## src/rtl/magcmp_pkg.sv

```systemverilog
// Shared encodings for the sequential magnitude comparator: FSM states,
// result codes {gt,lt,eq} and the cascade-input resolution used when all
// slices compare equal.
package magcmp_pkg;

  typedef logic [2:0] res_t;

  localparam logic [1:0] ST_IDLE    = 2'b00;
  localparam logic [1:0] ST_COMPARE = 2'b01;
  localparam logic [1:0] ST_DONE    = 2'b10;

  localparam res_t RES_GT   = 3'b100;
  localparam res_t RES_LT   = 3'b010;
  localparam res_t RES_EQ   = 3'b001;
  localparam res_t RES_NONE = 3'b000;
  localparam res_t RES_BOTH = 3'b110;

  // 74LS85-style cascade: ieq dominates, otherwise igt/ilt pass through,
  // both-high gives neither and both-low gives both.
  function automatic res_t cascade_resolve(input logic [2:0] casc);
    res_t r;
    r = RES_NONE;
    if (casc[0]) begin
      r = RES_EQ;
    end else begin
      case (casc[2:1])
        2'b10:   r = RES_GT;
        2'b01:   r = RES_LT;
        2'b11:   r = RES_NONE;
        default: r = RES_BOTH;
      endcase
    end
    return r;
  endfunction

endpackage

```

## src/rtl/magcmp_slice.sv

```systemverilog
// Purpose: unsigned compare of one SLICE-bit slice into gt/lt/eq.
// Latency: combinational, zero cycles.
// Backpressure: none; pure function of its inputs.
module magcmp_slice #(
  parameter int WIDTH = 4
) (
  input  logic [WIDTH-1:0] a,
  input  logic [WIDTH-1:0] b,
  output logic             gt,
  output logic             lt,
  output logic             eq
);

  assign gt = (a > b);
  assign lt = (a < b);
  assign eq = (a == b);

endmodule

```

## src/rtl/seq_magnitude_comparator.sv

```systemverilog
// Purpose: multi-cycle unsigned A/B compare, MSB slice first, with 74LS85 cascade inputs.
// Latency: start-to-done NSLICE+1 cycles; k+1 when MAGCMP_EARLY_EXIT_EN is defined.
// Backpressure: start is only sampled in IDLE; requests while busy are dropped.
module seq_magnitude_comparator
  import magcmp_pkg::*;
#(
  parameter int WIDTH = 16,
  parameter int SLICE = 4
) (
  input  logic             clk,
  input  logic             rst_n,
  input  logic             start,
  input  logic [WIDTH-1:0] a,
  input  logic [WIDTH-1:0] b,
  input  logic             igt,
  input  logic             ilt,
  input  logic             ieq,
  output logic             busy,
  output logic             done,
  output logic             ogt,
  output logic             olt,
  output logic             oeq
);

  localparam int NSLICE = WIDTH / SLICE;
  localparam int IDX_W  = (NSLICE > 1) ? $clog2(NSLICE) : 1;

`ifdef MAGCMP_EARLY_EXIT_EN
  localparam bit EARLY_EXIT = 1'b1;
`else
  localparam bit EARLY_EXIT = 1'b0;
`endif

  logic [1:0]       state_q;
  logic [WIDTH-1:0] a_q;
  logic [WIDTH-1:0] b_q;
  logic [2:0]       casc_q;
  logic [IDX_W-1:0] idx_q;
  logic             decided_q;
  res_t             pend_q;
  res_t             res_q;
  logic             done_q;

  logic             sl_gt;
  logic             sl_lt;
  logic             sl_eq;
  logic             decided_nx;
  res_t             pend_nx;
  logic             go_done;
  res_t             final_res;

  // Operands are shifted left each step, so the slice under test is always the top one.
  magcmp_slice #(.WIDTH(SLICE)) u_slice (
    .a  (a_q[WIDTH-1 -: SLICE]),
    .b  (b_q[WIDTH-1 -: SLICE]),
    .gt (sl_gt),
    .lt (sl_lt),
    .eq (sl_eq)
  );

  // First unequal slice wins; later slices never override a decided result.
  always_comb begin
    decided_nx = decided_q | ~sl_eq;
    pend_nx    = pend_q;
    if (!decided_q && sl_gt) begin
      pend_nx = RES_GT;
    end else if (!decided_q && sl_lt) begin
      pend_nx = RES_LT;
    end
    go_done   = (idx_q == '0) || (EARLY_EXIT && decided_nx);
    final_res = decided_nx ? pend_nx : cascade_resolve(casc_q);
  end

  // FSM plus datapath; the result and done are registered on entry to DONE.
  always_ff @(posedge clk or negedge rst_n) begin
    if (!rst_n) begin
      state_q   <= ST_IDLE;
      a_q       <= '0;
      b_q       <= '0;
      casc_q    <= '0;
      idx_q     <= '0;
      decided_q <= 1'b0;
      pend_q    <= RES_NONE;
      res_q     <= RES_NONE;
      done_q    <= 1'b0;
    end else begin
      case (state_q)
        ST_IDLE: begin
          done_q <= 1'b0;
          if (start) begin
            a_q       <= a;
            b_q       <= b;
            casc_q    <= {igt, ilt, ieq};
            idx_q     <= IDX_W'(NSLICE - 1);
            decided_q <= 1'b0;
            pend_q    <= RES_NONE;
            state_q   <= ST_COMPARE;
          end
        end
        ST_COMPARE: begin
          if (go_done) begin
            res_q   <= final_res;
            done_q  <= 1'b1;
            state_q <= ST_DONE;
          end else begin
            idx_q     <= idx_q - 1'b1;
            a_q       <= a_q << SLICE;
            b_q       <= b_q << SLICE;
            decided_q <= decided_nx;
            pend_q    <= pend_nx;
          end
        end
        ST_DONE: begin
          done_q  <= 1'b0;
          state_q <= ST_IDLE;
        end
        default: begin
          done_q  <= 1'b0;
          state_q <= ST_IDLE;
        end
      endcase
    end
  end

  assign busy            = (state_q != ST_IDLE);
  assign done            = done_q;
  assign {ogt, olt, oeq} = res_q;

endmodule

```

## config.mk

```make
export PLATFORM = sky130hd
export DESIGN_NAME = seq_magnitude_comparator
export DESIGN_NICKNAME = d
export VERILOG_FILES = /design/src/rtl/magcmp_pkg.sv /design/src/rtl/magcmp_slice.sv /design/src/rtl/seq_magnitude_comparator.sv
export SDC_FILE = /design/constraint.sdc
export NUM_CORES = 1
export LEC_CHECK = 0
export ABC_AREA = 1
export CAP_MARGIN = 15
export CORE_MARGIN = 2
export CORE_UTILIZATION = 55
export DETAILED_ROUTE_END_ITERATION = 8
export PLACE_DENSITY = 0.84
export SYNTH_ARGS = -nofsm -noshare
export SYNTH_HDL_FRONTEND = slang
export SYNTH_SLANG_ARGS = --single-unit
```

## constraint.sdc

```tcl
create_clock -name clk -period 4.1 [get_ports clk]
set_input_delay 1.025 -clock clk [delete_from_list [all_inputs] [get_ports clk]]
set_output_delay 1.025 -clock clk [all_outputs]
set_load 0.02 [all_outputs]
```

; ---- Word level (Yosys, flattened, before mapping)
; Index checks and enable logic that the tools add are counted.
[word_totals]
reg_bits = 47
out_inout_bits = 5
[classes]
n_addsub = 1
magnitude_cmp = 2
eq_ne = 8
mux = 25
bitwise_logic = 2
n_reduce_logical = 11
[ops]
columns = operator, n
row1 = 16-bit two-way mux, 4
row2 = 16-bit one-hot mux with 2 select lines, 2
row3 = 3-bit two-way mux, 6
row4 = 3-bit one-hot mux with 3 select lines, 1
row5 = 2-bit two-way mux, 4
row6 = 2-bit one-hot mux with 2 select lines, 2
row7 = 2-bit inequality test (second input constant), 3
row8 = 3-bit one-hot mux with 2 select lines, 1
row9 = 2-bit AND reduction, 3
row10 = 2-bit by 1-bit == test with 1-bit output (second input constant), 2
row11 = 2-bit == test (second input constant), 2
row12 = 4-bit == test, 1
row13 = 4-bit > comparator, 1
row14 = 2-bit logical NOT, 2
row15 = 4-bit less-than comparator, 1
row16 = 1-bit two-way mux, 4
row17 = 2-bit nonzero test, 2
row18 = 3-bit AND reduction, 1
row19 = 1-bit logical AND, 2
row20 = 1-bit one-hot mux with 2 select lines, 1
row21 = 2-bit by 1-bit subtractor with 2-bit output (second input constant), 1
row22 = 1-bit logical NOT, 1
row23 = 1-bit NOT, 1
row24 = 1-bit OR, 1

; ---- Longest topological paths before layout
; Gate-level depths: netlist (run 1).
[logic_depth]
word_depth = 6
ltp_mapped = 10

; ---- Cells and area by module
; Synthesis (run 1) repeated with hierarchy kept, for this count alone.
[unflattened]
hier_cells = 291
area_unflattened_um2 = 2254.7
[by_module_without_submodules]
columns = mod, n_inst, cells_per_inst, area_per_inst_um2, seq_area_each_um2
row1 = seq_magnitude_comparator, 1, 271, 2139.6, 1176.1
row2 = magcmp_slice, 1, 20, 115.1, 0.0

; ---- Worst setup path after synthesis (run 1)
; OpenSTA, ideal clock, no wires.
[synth_path]
kind = input port to flip-flop
from = input port start
to = register casc_q[2]
arrival_ns = 1.616
t_required_ns = 3.975
slack_ns = 2.359
path_stages = 3
path_buffers = 1
cell_sequence = nand3_2 -> buf_2 -> mux2_4
[synth_between]
elab_chain_len = 1
[synth_rtl]
columns = item, line
row1 = "start, declared", seq_magnitude_comparator.sv:12  ; input logic start,
row2 = 2-bit AND reduction (no line), --
row3 = "end signal, assigned", seq_magnitude_comparator.sv:93  ; casc_q <= {igt, ilt, ieq};
row4 = "end, declared", seq_magnitude_comparator.sv:37  ; logic [2:0] casc_q;
; Every way passes these cells.
; A chain may end at the register's enable or synchronous reset.

; ---- Worst setup path in the final report (run 1)
[layout_path]
from = register state_q[1]
to = output port busy
[layout_between]
elab_chain_len = 1
[layout_rtl]
columns = item, line
row1 = "start, declared", seq_magnitude_comparator.sv:34  ; logic [1:0] state_q;
row2 = "start signal, assigned", seq_magnitude_comparator.sv:77  ; state_q <= ST_IDLE;
row3 = "start signal, assigned", seq_magnitude_comparator.sv:97  ; state_q <= ST_COMPARE;
row4 = "start signal, assigned", seq_magnitude_comparator.sv:104  ; state_q <= ST_DONE;
row5 = 2-bit nonzero test, seq_magnitude_comparator.sv:125  ; assign busy = (state_q != ST_IDLE);
row6 = "end, declared", seq_magnitude_comparator.sv:18  ; output logic busy,
; Every way passes these cells.

==> results of run 1 <==
[logic make-up (layout without fill, tap and decap cells)]
family          Yosys count  in the layout  share of synthesized area [%]
simple gates             97             97                           18.4
compound gates           54             54                           14.3
buf+inv                  50             89                           11.1
flops                    47             47                           51.8
fa+ha+maj                 5              5                           2.76
mux                       3              3                           1.65
[critical path, cell delays in order, from the launching register on]
cell             delay, ps
dfrtp_1                410
inv_1                   80
nand2_1                 70
clkdlybuf4s50_1        610
[per-stage QoR]
stage	util, %	setup slack (ps)
2_1_floorplan	-	2360
3_3_place_gp	66.7	1470
3_5_place_dp	66.7	1420
4_1_cts	69.2	1600
5_1_grt	69.2	1550
6_report	69.2	1600
[power by group]
part	internal, W	switching [W]	total (W)	leakage [nW]
sequential	0.000694	0.000105	0.000799	0.569
combinational	0.000400	0.000670	0.00107	0.690
clock	0.000154	0.000146	0.000300	0.0515
total	0.00125	0.000921	0.00217	1.31
[final timing paths]
| check | to | from | slack [ps] |
|---|---|---|---|
| min in group asynchronous | b_q[3] | rst_n | 890 |
| worst min-delay path | idx_q[0] | idx_q[0] | 500 |
| worst max register to register | b_q[11] | state_q[1] | 2210 |
| worst min register to register | idx_q[0] | idx_q[0] | 500 |
| worst max-delay path | busy | state_q[1] | 1600 |
| max in group asynchronous | a_q[13] | rst_n | 2570 |
[layout by cell type (no fill, tap or decap)]
| master | n |
|---|---|
| a21boi_1 | 2 |
| a21oi_1 | 4 |
| a2bb2oi_1 | 1 |
| a31oi_1 | 12 |
| buf_2 | 1 |
| buf_4 | 1 |
| clkbuf_1 | 1 |
| clkbuf_8 | 7 |
| clkdlybuf4s50_1 | 41 |
| clkinv_1 | 1 |
| dfrtp_1 | 47 |
| ha_1 | 5 |
| inv_1 | 34 |
| inv_2 | 2 |
| inv_4 | 1 |
| mux2_2 | 2 |
| mux2_4 | 1 |
| nand2_1 | 56 |
| nand2_4 | 2 |
| nand3_1 | 15 |
| nand3_2 | 1 |
| nor2_1 | 20 |
| nor2_4 | 1 |
| o211ai_1 | 12 |
| o21ai_0 | 19 |
| o21ai_1 | 4 |
| or2_1 | 1 |
| or2_2 | 1 |
[flip-flops by register name, indices dropped and copies added, names as in the netlist]
name	flops
a_q	16
b_q	16
casc_q	3
decided_q	1
done	1
idx_q	2
pend_q	3
res_q	3
state_q	2
[metal layers]
layer / up-vias / GRT usage (%) / wire length (µm)
met5: - / 0 / 0
met4: 0 / 8.25 / 78
met3: 6 / 5.92 / 217
met2: 46 / 36.0 / 2150
met1: 846 / 25.8 / 1920
li1: 908 / - / -
[cell type report]
| class | count | area, µm² | share of cell area [%] |
|---|---|---|---|
| flip-flops and latches | 47 | 1180 | 42.8 |
| clock buffers | 8 | 100 | 3.64 |
| repair buffers | 43 | 423 | 15.4 |
| well taps | 50 | 62.6 | 2.28 |
| multi-input cells | 159 | 841 | 30.6 |
| inverters | 38 | 145 | 5.28 |
==> impl_metrics.tcl, run 1 <==
set metrics [dict create \
    htreeDepth 2 \
    worst-r2r-cell-count 6 \
    total_power_w 0.00217 \
    yosys-top-cells-count "56 x nand2_1, 47 x dfrtp_1, 34 x inv_1" \
    async_flop_share_pct 100 \
    vias 1806 \
    cp-start-kind "flip-flop" \
    postCtsSetupBuffers 0 \
    wl_per_cell_um 12.7 \
    syn_area_um2 2270 \
    clockBufferDepth 2 \
    syn_to_final_growth_pct 21.1 \
    yosysUniqueCellTypes 26 \
    power.density_nw_per_um2 790 \
    gp_congestion 0.866 \
    power.leakage_nw 1.31 \
    synth_warnings 0 \
    std_cell_rows 23 \
    dr.pass1.iters 4 \
    die_area_um2 4650 \
    syn_inst 256 \
    maxSlewViolCount 0 \
    clk-insertion-delay-late_ps 300 \
    grt_max_degree 63 \
    fin_cells 345 \
    whs_path_depth 1 \
    grt_usage_pct 21.3 \
    wl_um 4370 \
    detailed_place_hpwl_um 2940 \
    finalSetupViolCount 0 \
    io_pins 43 \
    dp_cells 337 \
    clkSinkCount 47 \
    min_path_type "reg2reg" \
    yosys.area.top_type_share_pct 51.8 \
    synth_area_leaders "dfrtp_1 52%, nand2_1 9.3%, inv_1 5.6%" \
    root_buffer "clkbuf_8" \
    yosysMostFrequentCell "nand2_1" \
    die_h_um 68.2 \
    core_area_um2 3970 \
    maxClockFrequency_ghz 0.401 \
    status "finished, final reports clean" \
    cts_buffers 5 \
    stdcell_area_um2 2750 \
    fillers 315 \
    worstPathRequired_ps 3070 \
    tritoncts "done" \
    drive_above_1_share_pct 6.78 \
    drc_errors 0 \
    cts_hold_buf 0 \
    yosysSeqAreaShare_pct 51.8 \
    layout_min_cycle_time_ps 2500 \
    die_w_um 68.2 \
    syn-num-nets 299 \
    antenna_left 0 \
    start_util_pct 57.1 \
    worst_setup_path_end_kind "output port" \
    final-hold-violation-count 0 \
    numPortBuffers 42 \
    synth_top_area_cell "dfrtp_1" \
    crit_fanout 2 \
    slew_headroom_pct 32.1 \
    fin_skew_ps 6.70 \
    routed_via_density 5.23 \
    tns_ps 0 \
    synth.avg_cell_area_um2 8.86 \
    antenna_cells 0 \
    finalCritPeriodShare_pct 60.9 \
    irDropWorstVdd_mv 0.362 \
    dpl_cell_area_um2 2650 \
    ys.flop_type "dfrtp_1" \
    clk_pin_slew_worst_paths_ps 80 \
    cts_resized 0 \
    worstPathArrival_ps 1470 \
    tightestPinTransition_ps 1020 \
    drtIter0Drc 134 \
    hold_slack_ps 501 \
    ys_ff_latch 47 \
    grt_first_pass_wirelength_um 7280 \
    synth_edf_count 0 \
    first_global_vias 1676 \
    maxCapViolCount 0 \
    antenna_found_initial 0 \
    rsz0062_at_grt "false" \
    nets 337 \
    gr-total-overflow 0 \
    worstSetupPathType "reg2out" \
]
(Power assumes the default switching activity.)
==> inputs of run 2 (changes only) <==
--- a/config.mk
+++ b/config.mk
@@ -8,9 +8,9 @@
 export ABC_AREA = 1
 export CAP_MARGIN = 15
 export CORE_MARGIN = 2
-export CORE_UTILIZATION = 55
+export CORE_UTILIZATION = 46
 export DETAILED_ROUTE_END_ITERATION = 8
-export PLACE_DENSITY = 0.84
+export PLACE_DENSITY = 0.75
 export SYNTH_ARGS = -nofsm -noshare
 export SYNTH_HDL_FRONTEND = slang
 export SYNTH_SLANG_ARGS = --single-unit
==> constraint.sdc (replaced) <==
create_clock -name clk -period 2.25 [get_ports clk]
set_input_delay 0.5625 -clock clk [delete_from_list [all_inputs] [get_ports clk]]
set_output_delay 0.5625 -clock clk [all_outputs]
set_load 0.02 [all_outputs]
==> impl_metrics.tcl, run 2 (synthesis gave the netlist of run 1 again) <==
set metrics [dict create \
    status "finished, final reports clean" \
    clk-insertion-delay-late_ps 300 \
    tightestPinTransition_ps 509 \
    std_cell_rows 25 \
    core_area_um2 4750 \
    worst_setup_path_end_kind "output port" \
    met1_length_um 2060 \
    final-hold-violation-count 0 \
    rsz0062_at_grt "false" \
    routed_via_density 4.94 \
    met3_length_um 173 \
    wl_per_cell_um 12.5 \
    finalCritPeriodShare_pct 87.3 \
    cp-start-kind "flip-flop" \
    cts_buffers 5 \
    grt_max_degree 45 \
    antenna_left 0 \
    cts_hold_buf 0 \
    power.density_nw_per_um2 1420 \
    final_cell_mix "56 x nand2_1, 47 x dfrtp_1, 41 x clkdlybuf4s50_1, 34 x inv_1, 20 x nor2_1" \
    maxCapViolCount 0 \
    first_global_vias 1753 \
    power.leakage_nw 1.32 \
    start_util_pct 47.7 \
    cts_resized 0 \
    die_area_um2 5510 \
    worstPathArrival_ps 1400 \
    nets 340 \
    dpl_cell_area_um2 2720 \
    worstPathRequired_ps 1690 \
    numPortBuffers 42 \
    finalSetupViolCount 0 \
    min_path_type "in2async" \
    tns_ps 0 \
    path_cells "inv_1 > nand2_1 > clkdlybuf4s50_1" \
    top_layer "met4" \
    tritoncts "done" \
    hold_slack_ps 231 \
    wl_um 4530 \
    layout_min_cycle_time_ps 1960 \
    gp_congestion 0.751 \
    worst-r2r-cell-count 8 \
    die_h_um 74.2 \
    drc_errors 0 \
    critPathSlowestCell "clkdlybuf4s50_1" \
    vias 1793 \
    clk_pin_slew_worst_paths_ps 80 \
    postCtsSetupBuffers 0 \
    drive_above_1_share_pct 7.09 \
    largestRegisters "a_q x16, b_q x16" \
    final_util_pct 58.7 \
    clkSinkCount 47 \
    htreeDepth 2 \
    syn_to_final_growth_pct 22.9 \
    slew_headroom_pct 66.1 \
    worstSetupPathType "reg2out" \
    die_w_um 74.2 \
    clockBufferDepth 2 \
    maxSlewViolCount 0 \
    mostFrequentLayoutCell "nand2_1" \
    grt_first_pass_wirelength_um 7530 \
    drtIter0Drc 88 \
    detailed_place_hpwl_um 3240 \
    critPathMaxStageDelay_ps 590 \
    met2_length_um 2240 \
    irDropWorstVdd_mv 0.630 \
    antenna_found_initial 0 \
    grt_usage_pct 18.0 \
    crit_fanout 2 \
    gr-total-overflow 0 \
    io_pins 43 \
    stdcell_area_um2 2790 \
    maxClockFrequency_ghz 0.509 \
    antenna_cells 0 \
    root_buffer "clkbuf_8" \
    dr.pass1.iters 5 \
    fillers 447 \
    fin_skew_ps 7.08 \
]
[run 2: final timing paths]
| path | startpoint | to | slack, ps |
|---|---|---|---|
| setup / recovery | state_q[1] | busy | 290 |
| hold / removal | rst_n | b_q[0] | 230 |
| setup reg to reg | idx_q[0] | b_q[5] | 650 |
| hold reg to reg | idx_q[0] | idx_q[0] | 480 |
| max in group asynchronous | rst_n | idx_q[0] | 1510 |
| min in group clk | idx_q[0] | idx_q[0] | 480 |
[run 2: layer usage]
metal / track usage [%] / up-vias
li1: - / 902
met1: 21.9 / 854
met2: 31.8 / 30
met3: 4.34 / 7
met4: 5.56 / 0
met5: 0 / -
[run 2: final cells by class]
cell class	instances	area [µm²]	share of cell area [%]
clock buffers	6	72.6	2.60
multi-input cells	159	841	30.1
flip-flops and latches	47	1180	42.2
inverters	38	145	5.20
repair buffers	46	470	16.9
well taps	67	83.8	3.01
[run 2: per-stage QoR]
step	cells	setup slack, ps	power, W
finish	363	286	0.00395
global route	363	212	0.00433
CTS	363	277	0.00398
detailed placement	357	360	0.00351
global placement	357	403	0.00341
floorplan	256	922	0.00308
[run 2: critical path, delay by kind of cell, from the launching register on]
kind | cells | cell delay [ps]
DFF | 1 | 390
buffers and inverters | 2 | 660
and+or+nand+nor | 1 | 60
[run 2: where the power goes]
part	leakage (nW)	switching (W)	internal (W)
clock	0.0371	0.000260	0.000208
sequential	0.569	0.000182	0.00126
combinational	0.714	0.00124	0.000789
total	1.32	0.00169	0.00226
==> inputs of run 3 (changes only) <==
--- a/config.mk
+++ b/config.mk
@@ -6,11 +6,12 @@
 export NUM_CORES = 1
 export LEC_CHECK = 0
 export ABC_AREA = 1
-export CAP_MARGIN = 15
+export CAP_MARGIN = 20
 export CORE_MARGIN = 2
-export CORE_UTILIZATION = 46
+export CORE_UTILIZATION = 51
 export DETAILED_ROUTE_END_ITERATION = 8
-export PLACE_DENSITY = 0.75
+export GPL_TIMING_DRIVEN = 0
+export PLACE_DENSITY = 0.78
 export SYNTH_ARGS = -nofsm -noshare
 export SYNTH_HDL_FRONTEND = slang
 export SYNTH_SLANG_ARGS = --single-unit
==> constraint.sdc (replaced) <==
create_clock -name clk -period 2.24 [get_ports clk]
set_input_delay 0.56 -clock clk [delete_from_list [all_inputs] [get_ports clk]]
set_output_delay 0.56 -clock clk [all_outputs]
set_load 0.02 [all_outputs]
==> impl_metrics.tcl, run 3 (synthesis gave the netlist of run 1 again) <==
set metrics [dict create \
    top_layer "met4" \
    dpl_cell_area_um2 2770 \
    power.switching_w 0.00178 \
    die_area_um2 5000 \
    cts_resized 0 \
    cts_hold_buf 0 \
    wl_per_cell_um 13.0 \
    clk-insertion-delay-late_ps 300 \
    gr-total-overflow 0 \
    postCtsSetupBuffers 0 \
    status "finished, final reports clean" \
    htreeDepth 2 \
    critPathSlowestCell "clkdlybuf4s50_1" \
    min_path_type "in2async" \
    final_cell_mix "56 x nand2_1, 47 x dfrtp_1, 41 x clkdlybuf4s50_1, 34 x inv_1, 20 x nor2_1" \
    std_cell_rows 24 \
    crit_fanout 2 \
    worstPathArrival_ps 1410 \
    drc_errors 0 \
    cts_buffers 5 \
    largestRegisters "a_q x16, b_q x16" \
    drive_above_1_share_pct 10.4 \
    slew_headroom_pct 69.3 \
    path_cells "inv_1 > nand2_1 > clkdlybuf4s50_1" \
    mostFrequentLayoutCell "nand2_1" \
    irDropWorstVdd_mv 0.713 \
    clk_pin_slew_worst_paths_ps 80 \
    antenna_cells 0 \
    die_h_um 70.7 \
    worstSetupPathType "reg2out" \
    switching_share_pct 41.8 \
    clockBufferDepth 2 \
    power.leakage_nw 1.38 \
    grt_first_pass_wirelength_um 8130 \
    maxClockFrequency_ghz 0.507 \
    io_pins 43 \
    maxCapViolCount 0 \
    syn_to_final_growth_pct 26.5 \
    gp_congestion 0.827 \
    dr.pass1.iters 4 \
    antenna_found_initial 0 \
    die_w_um 70.7 \
    layout_min_cycle_time_ps 1970 \
    power.density_nw_per_um2 1480 \
    maxSlewViolCount 0 \
    p_int_w 0.00248 \
    root_buffer "clkbuf_8" \
    tightestPinTransition_ps 461 \
    finalSetupViolCount 0 \
    pwr-share-comb_pct 52.7 \
    grt_max_degree 29 \
    detailed_place_hpwl_um 3390 \
    r2r_slack_ps 690 \
    critPathMaxStageDelay_ps 590 \
    met3_length_um 250 \
    antenna_left 0 \
    first_global_vias 1858 \
    final-hold-violation-count 0 \
    p_seq_share_pct 34.2 \
    fin_skew_ps 6.18 \
    worstPathRequired_ps 1680 \
    finalCritPeriodShare_pct 88.0 \
    clkSinkCount 47 \
    met1_length_um 2060 \
    worst_slack_ps 268 \
    tns_ps 0 \
    core_area_um2 4320 \
    stdcell_area_um2 2870 \
    vias 1845 \
    nets 349 \
    start_util_pct 52.5 \
    rsz0062_at_grt "false" \
    clkPwrFrac_pct 13.1 \
    drtIter0Drc 100 \
    grt_usage_pct 20.5 \
    dp_slack_ps 396 \
    routed_via_density 5.14 \
    tritoncts "done" \
    cp-start-kind "flip-flop" \
    numPortBuffers 42 \
    wl_um 4670 \
    worst_setup_path_end_kind "output port" \
    met2_length_um 2310 \
]
[run 3: layer usage]
metal,vias to the layer above,GRT usage (%)
met5,-,0
met4,0,6.08
met3,5,4.56
met2,52,34.5
met1,861,26.7
li1,927,-
[run 3: final timing paths]
kind	from	endpoint	cells past startpoint
setup reg to reg	a_q[15]	res_q[1]	7
max in group asynchronous	rst_n	a_q[13]	2
setup / recovery	state_q[1]	busy	3
min in group clk	idx_q[0]	idx_q[0]	1
hold / removal	rst_n	b_q[4]	1
hold reg to reg	idx_q[0]	idx_q[0]	1
[run 3: worst max-delay path, delay by kind of cell (launching register included)]
kind,cells,cell delay [ps]
buffers and inverters,2,670
flip-flops,1,390
AND/OR/NAND/NOR,1,60
[run 3: metrics by stage]
stage,total power (W),util [%],hold WS [ps],cells
after floorplan,0.00310,-,264,256
after CTS,0.00428,66.3,211,359
final,0.00426,66.3,202,359
after global placement,0.00364,63.7,454,350
after global routing,0.00464,66.3,224,359
after detailed placement,0.00372,64.0,480,351
[run 3: cell type report]
class / count / area (µm²)
Buffer: 12 / 106
Clock buffer: 8 / 100
Fill cell: 381 / 1460
Inverter: 38 / 145
Multi-Input combinational cell: 159 / 841
Sequential cell: 47 / 1180
Tap cell: 52 / 65.1
Timing Repair Buffer: 43 / 435
[run 3: power by group through the flow]
stage | clock [W] | sequential, W | combinational [W]
floorplan | 0 | 0.00146 | 0.00163
global placement | 0 | 0.00146 | 0.00218
detailed placement | 0 | 0.00148 | 0.00224
CTS | 0.000568 | 0.00146 | 0.00225
global route | 0.000602 | 0.00151 | 0.00253
finish | 0.000558 | 0.00146 | 0.00224
==> edit 1 (config.mk and constraints of run 3) <==
Build with the macro `MAGCMP_EARLY_EXIT_EN` defined.
--- a/src/rtl/seq_magnitude_comparator.sv
+++ b/src/rtl/seq_magnitude_comparator.sv
@@ -2,4 +2,6 @@
 // Latency: start-to-done NSLICE+1 cycles; k+1 when MAGCMP_EARLY_EXIT_EN is defined.
 // Backpressure: start is only sampled in IDLE; requests while busy are dropped.
+`define MAGCMP_EARLY_EXIT_EN
+
 module seq_magnitude_comparator
   import magcmp_pkg::*;
Check against the original RTL: not equivalent (Yosys sat finds a counterexample within 4 cycles, from zero or initial values and one cycle with rst_n low).
==> edit 1 against run 3 <==
  * Core utilization down 0.053 points
  * Design area up 1.3%
  * Global-route usage up 1.2 points
  * First-iteration DRC count up 4.0%
  * Setup slack worse by 0.18 ns
  * Largest power group unchanged
  * Wire length up 6.2%
  * Highest routed layer unchanged
  * Register-to-register slack worse by 0.29 ns
  * Synthesized area up 2.7%
  * Sequential cell count unchanged
  * Die area up 2.5%
  * Total power down 15%
==> edit 1: results (changes against run 3) <==
[route]
vias=2020  ; +9.5%
drt_iter0_markers=104  ; +4.0%
firstDrtPassIters=4  ; unchanged
wl_um=4950  ; +6.2%

[grt]
gr-usage-all-layers=0.217  ; +0.0119
grt_pass1_wl_um=8710  ; +7.1%
antenna_found_initial=0  ; unchanged
grt_max_degree=36  ; +24%

[timing]
tightest_slew_ns=0.507  ; +0.0460 ns
fin_skew_ns=0.00527  ; -0.000909 ns

[layout]
antenna_cells=0  ; unchanged
top_regs=a_q: 16 flops, b_q: 16 flops
nets=396  ; +13%
drive_gt1_frac=0.0621  ; -0.0421

[cts]
cts_made_buffers=5  ; unchanged
clkTransAtPathRegs_ns=0.08  ; about the same
cts_buffer_depth=2  ; unchanged
h-tree-depth=2  ; unchanged
clk_latency_ns=0.30  ; about the same
root_buffer=clkbuf_8

[setup_path]
cpMaxStageDelayCell=clkdlybuf4s50_1
ff2ff_path_depth=9  ; +2
critPathArrivalTime_ns=1.59  ; +0.18 ns
crit_family=buffers and inverters
crit_type=register to output pin
path_max_fanout=10  ; +8
critical-path-max-stage-delay_ns=0.54  ; -0.05 ns

[yosys]
synthArstFlopShare=1.00  ; unchanged
synth_common_cells=136 x nand2_1, 47 x dfrtp_1, 37 x nand3_1
ys_types=23  ; -12%
yosysWarnings=0  ; unchanged
synth_top_flop_cell=dfrtp_1
synth_area_leaders=dfrtp_1 50%, nand2_1 22%, nand3_1 7.9%, inv_1 3.9%, o21ai_0 3.4%
synth_edf_count=0  ; unchanged
ys_seq_area_frac=0.505  ; -0.0136
syn_nets=347  ; +16%

[worst_hold_path]
holdCritPathClass=input pin to asynchronous set/reset pin

[power_and_ir_drop]
irDropWorstVdd_v=0.000723  ; +1.4%
leakage_uw=0.00152  ; +10%

[status]
status=complete, no violations

[placed_design]
dpl_worst_slack_ns=0.224  ; -0.172 ns
placement.io_buffers=41  ; -2.4%
gp_congestion=0.771  ; -6.8%
place_hpwl_um=3690  ; +8.9%

-- edit 1: path summary, 6_finish.rpt --
| kind | end | from | slack, ns |
|---|---|---|---|
| setup / recovery | busy | state_q[0] | 0.09 |
| setup reg to reg | a_q[7] | a_q[15] | 0.40 |
| max in group asynchronous | a_q[2] | rst_n | 1.61 |
| hold reg to reg | res_q[0] | res_q[0] | 0.49 |
| hold / removal | b_q[8] | rst_n | 0.15 |
| min in group clk | res_q[0] | res_q[0] | 0.49 |
-- edit 1: final cells by class --
class | instances | area [um^2]
fillers | 378 | 1480
repair buffers | 42 | 425
plain buffers | 14 | 75.1
inverters | 25 | 93.8
multi-input cells | 218 | 990
clock buffers | 7 | 76.3
clock inverters | 1 | 5.00
flip-flops and latches | 47 | 1180
well taps | 52 | 65.1
-- edit 1: logic make-up after synthesis --
family / Yosys count / share of synthesized area
AO/OA/AOI/OAI: 23 / 0.0516
flip-flops: 47 / 0.505
multiplexers: 1 / 0.00483
adder cells (fa/ha/maj): 5 / 0.0269
AND/OR/NAND/NOR: 189 / 0.339
buffers and inverters: 39 / 0.0725
-- edit 1: metrics by stage --
stage / cells / utilization / TNS, ns / area (um^2)
after floorplan: 304 / - / 0 / 2330
after global placement: 397 / 0.640 / -32.08 / 2810
after detailed placement: 398 / 0.643 / 0 / 2820
after CTS: 406 / 0.663 / 0 / 2910
after global routing: 406 / 0.663 / 0 / 2910
final: 406 / 0.663 / 0 / 2910
-- edit 1: report_power, final --
group / internal, uW / switching [uW]
sequential: 1220 / 178
combinational: 646 / 1080
clock: 219 / 269
-- edit 1: timing repair --
item | in CTS | in global routing
pin swaps | 0 | 1
gates cloned | 0 | 0
buffers inserted | 0 | 0
endpoints found under the setup margin | 1 | 1
gates resized for setup | 1 | 0
-- edit 1: per-layer routing --
metal | part of all wire | global-route usage | up-vias
met2 | 0.47 | 0.368 | 52
met4 | 0.013 | 0.0671 | 0
met3 | 0.053 | 0.0366 | 7
li1 | - | - | 1043
met5 | 0 | 0 | -
met1 | 0.46 | 0.286 | 918
==> edit 2 (config.mk and constraints of run 3) <==
Without the edit above. Reset style: synchronous (`rst_n`), changed in one clocked block.
--- a/src/rtl/seq_magnitude_comparator.sv
+++ b/src/rtl/seq_magnitude_comparator.sv
@@ -73,5 +73,5 @@
 
   // FSM plus datapath; the result and done are registered on entry to DONE.
-  always_ff @(posedge clk or negedge rst_n) begin
+  always_ff @(posedge clk) begin
     if (!rst_n) begin
       state_q   <= ST_IDLE;
Behaviour: differs if rst_n is asserted again (counterexample within 4 cycles, from zero or initial values and one cycle with rst_n low); with rst_n held inactive, the same outputs for 10 cycles.
==> edit 2 against run 3 <==
  * Clock skew decreased by 0.00091 ns
  * Maximum frequency increased by 1.9%
  * Setup slack improved by 0.037 ns
  * Highest routed layer unchanged
  * Wire length increased by 3.8%
  * Hold slack improved by 0.25 ns
  * Synthesized cell count increased by 11%
  * Synthesized area decreased by 7.2%
  * Design area decreased by 6.9%
  * First-iteration DRC count increased by 10%
  * Global-route usage increased by 2.7 points
  * Sequential cell count unchanged
Power is not compared: it rests on default switching activity, and its combinational part moved more than twofold at a synthesized area within 25%.
==> edit 2: results (changes against run 3) <==
[setup_path]
ff2ff_path_depth=9  ; +2
crit_end=busy
critPathArrivalTime_ns=1.37  ; -0.04 ns
path_max_fanout=3  ; +1
cp-startpoint=state_q[1]
r2r_end=b_q[3]
r2r_slack_ns=0.76  ; +0.07 ns
timing.rr.start=idx_q[0]

[grt]
gr-usage-all-layers=0.232  ; +0.0274
grt_pass1_vias=1772  ; -4.6%
grt_max_degree=14  ; -52%
grt_pass1_wl_um=7910  ; -2.7%

[yosys]
synth_common_cells=93 x nand2_1, 47 x dfxtp_1, 24 x a21oi_1
ys_seq_area_frac=0.447  ; -0.0717
syn_nets=328  ; +9.7%
synthArstFlopShare=0  ; -1.00
ys_types=19  ; -27%
synth_area_leaders=dfxtp_1 45%, nand2_1 17%, o211a_1 8.1%, a21oi_1 5.7%, nand3_1 5.5%

[placed_design]
place_hpwl_um=3650  ; +7.7%
gp_congestion=0.785  ; -5.2%
placed_cell_area_mm2=0.00259  ; -6.5%

[route]
routedWlPerCell_um=12.6  ; -3.2%
drt_iter0_markers=110  ; +10%
vias_per_cell=5.07  ; -1.3%
firstDrtPassIters=4  ; unchanged

[worst_hold_path]
holdCritPathClass=register to register
holdPathEnd=b_q[9]
hp-start=b_q[9]

[power_and_ir_drop]
p_int_uw=1370
irDropWorstVdd_v=0.000491

[layout]
nFillCells=372  ; -2.4%
antenna_cells=0  ; unchanged
drive_gt1_frac=0.0627  ; -0.0415
fin_area_mm2=0.00267  ; -6.9%
nets=377  ; +8.0%

[status]
status=complete, no violations

[timing]
fin_skew_ns=0.00527  ; -0.000913 ns
whs_ns=0.449  ; +0.246 ns
tightest_slew_ns=0.485  ; +0.0244 ns

[cts]
h-tree-depth=2  ; unchanged
root_buffer=clkbuf_8

edit 2: stage by stage:
step | std cells | power [uW] | utilization | setup slack, ns
2_1_floorplan | 285 | 1320 | - | 0.938
3_3_place_gp | 377 | 1480 | 0.647 | 0.230
3_5_place_dp | 377 | 1500 | 0.647 | 0.189
4_1_cts | 385 | 1980 | 0.668 | 0.301
5_1_grt | 385 | 2090 | 0.668 | 0.261
6_report | 385 | 1970 | 0.668 | 0.305
edit 2: metal layers:
layer,vias up,track usage,part of all wire
met2,41,0.399,0.50
li1,1027,-,-
met3,5,0.0543,0.049
met5,-,0,0
met4,0,0.0600,0.011
met1,880,0.291,0.44
edit 2: cell families (layout without fill, tap and decap cells):
| logic type | after synthesis | after routing | share of synthesized area |
|---|---|---|---|
| AO/OA/AOI/OAI | 60 | 60 | 0.183 |
| adder cells (fa/ha/maj) | 5 | 5 | 0.0297 |
| buffers and inverters | 38 | 88 | 0.0808 |
| flip-flops | 47 | 47 | 0.447 |
| AND/OR/NAND/NOR | 135 | 135 | 0.260 |
edit 2: power by group through the flow:
stage	clock, uW	sequential, uW	combinational (uW)
after detailed placement	0	987	510
after CTS	503	968	512
final	499	967	508
after floorplan	0	981	337
after global routing	536	977	577
after global placement	0	984	500
edit 2: cell type report:
| class | count | area (um^2) | area share |
|---|---|---|---|
| plain buffers | 15 | 83.8 | 0.0314 |
| clock buffers | 7 | 76.3 | 0.0286 |
| clock inverters | 1 | 5.00 | 0.00187 |
| inverters | 23 | 86.3 | 0.0323 |
| multi-input cells | 200 | 995 | 0.373 |
| flip-flops and latches | 47 | 941 | 0.352 |
| well taps | 50 | 62.6 | 0.0234 |
| repair buffers | 42 | 420 | 0.157 |
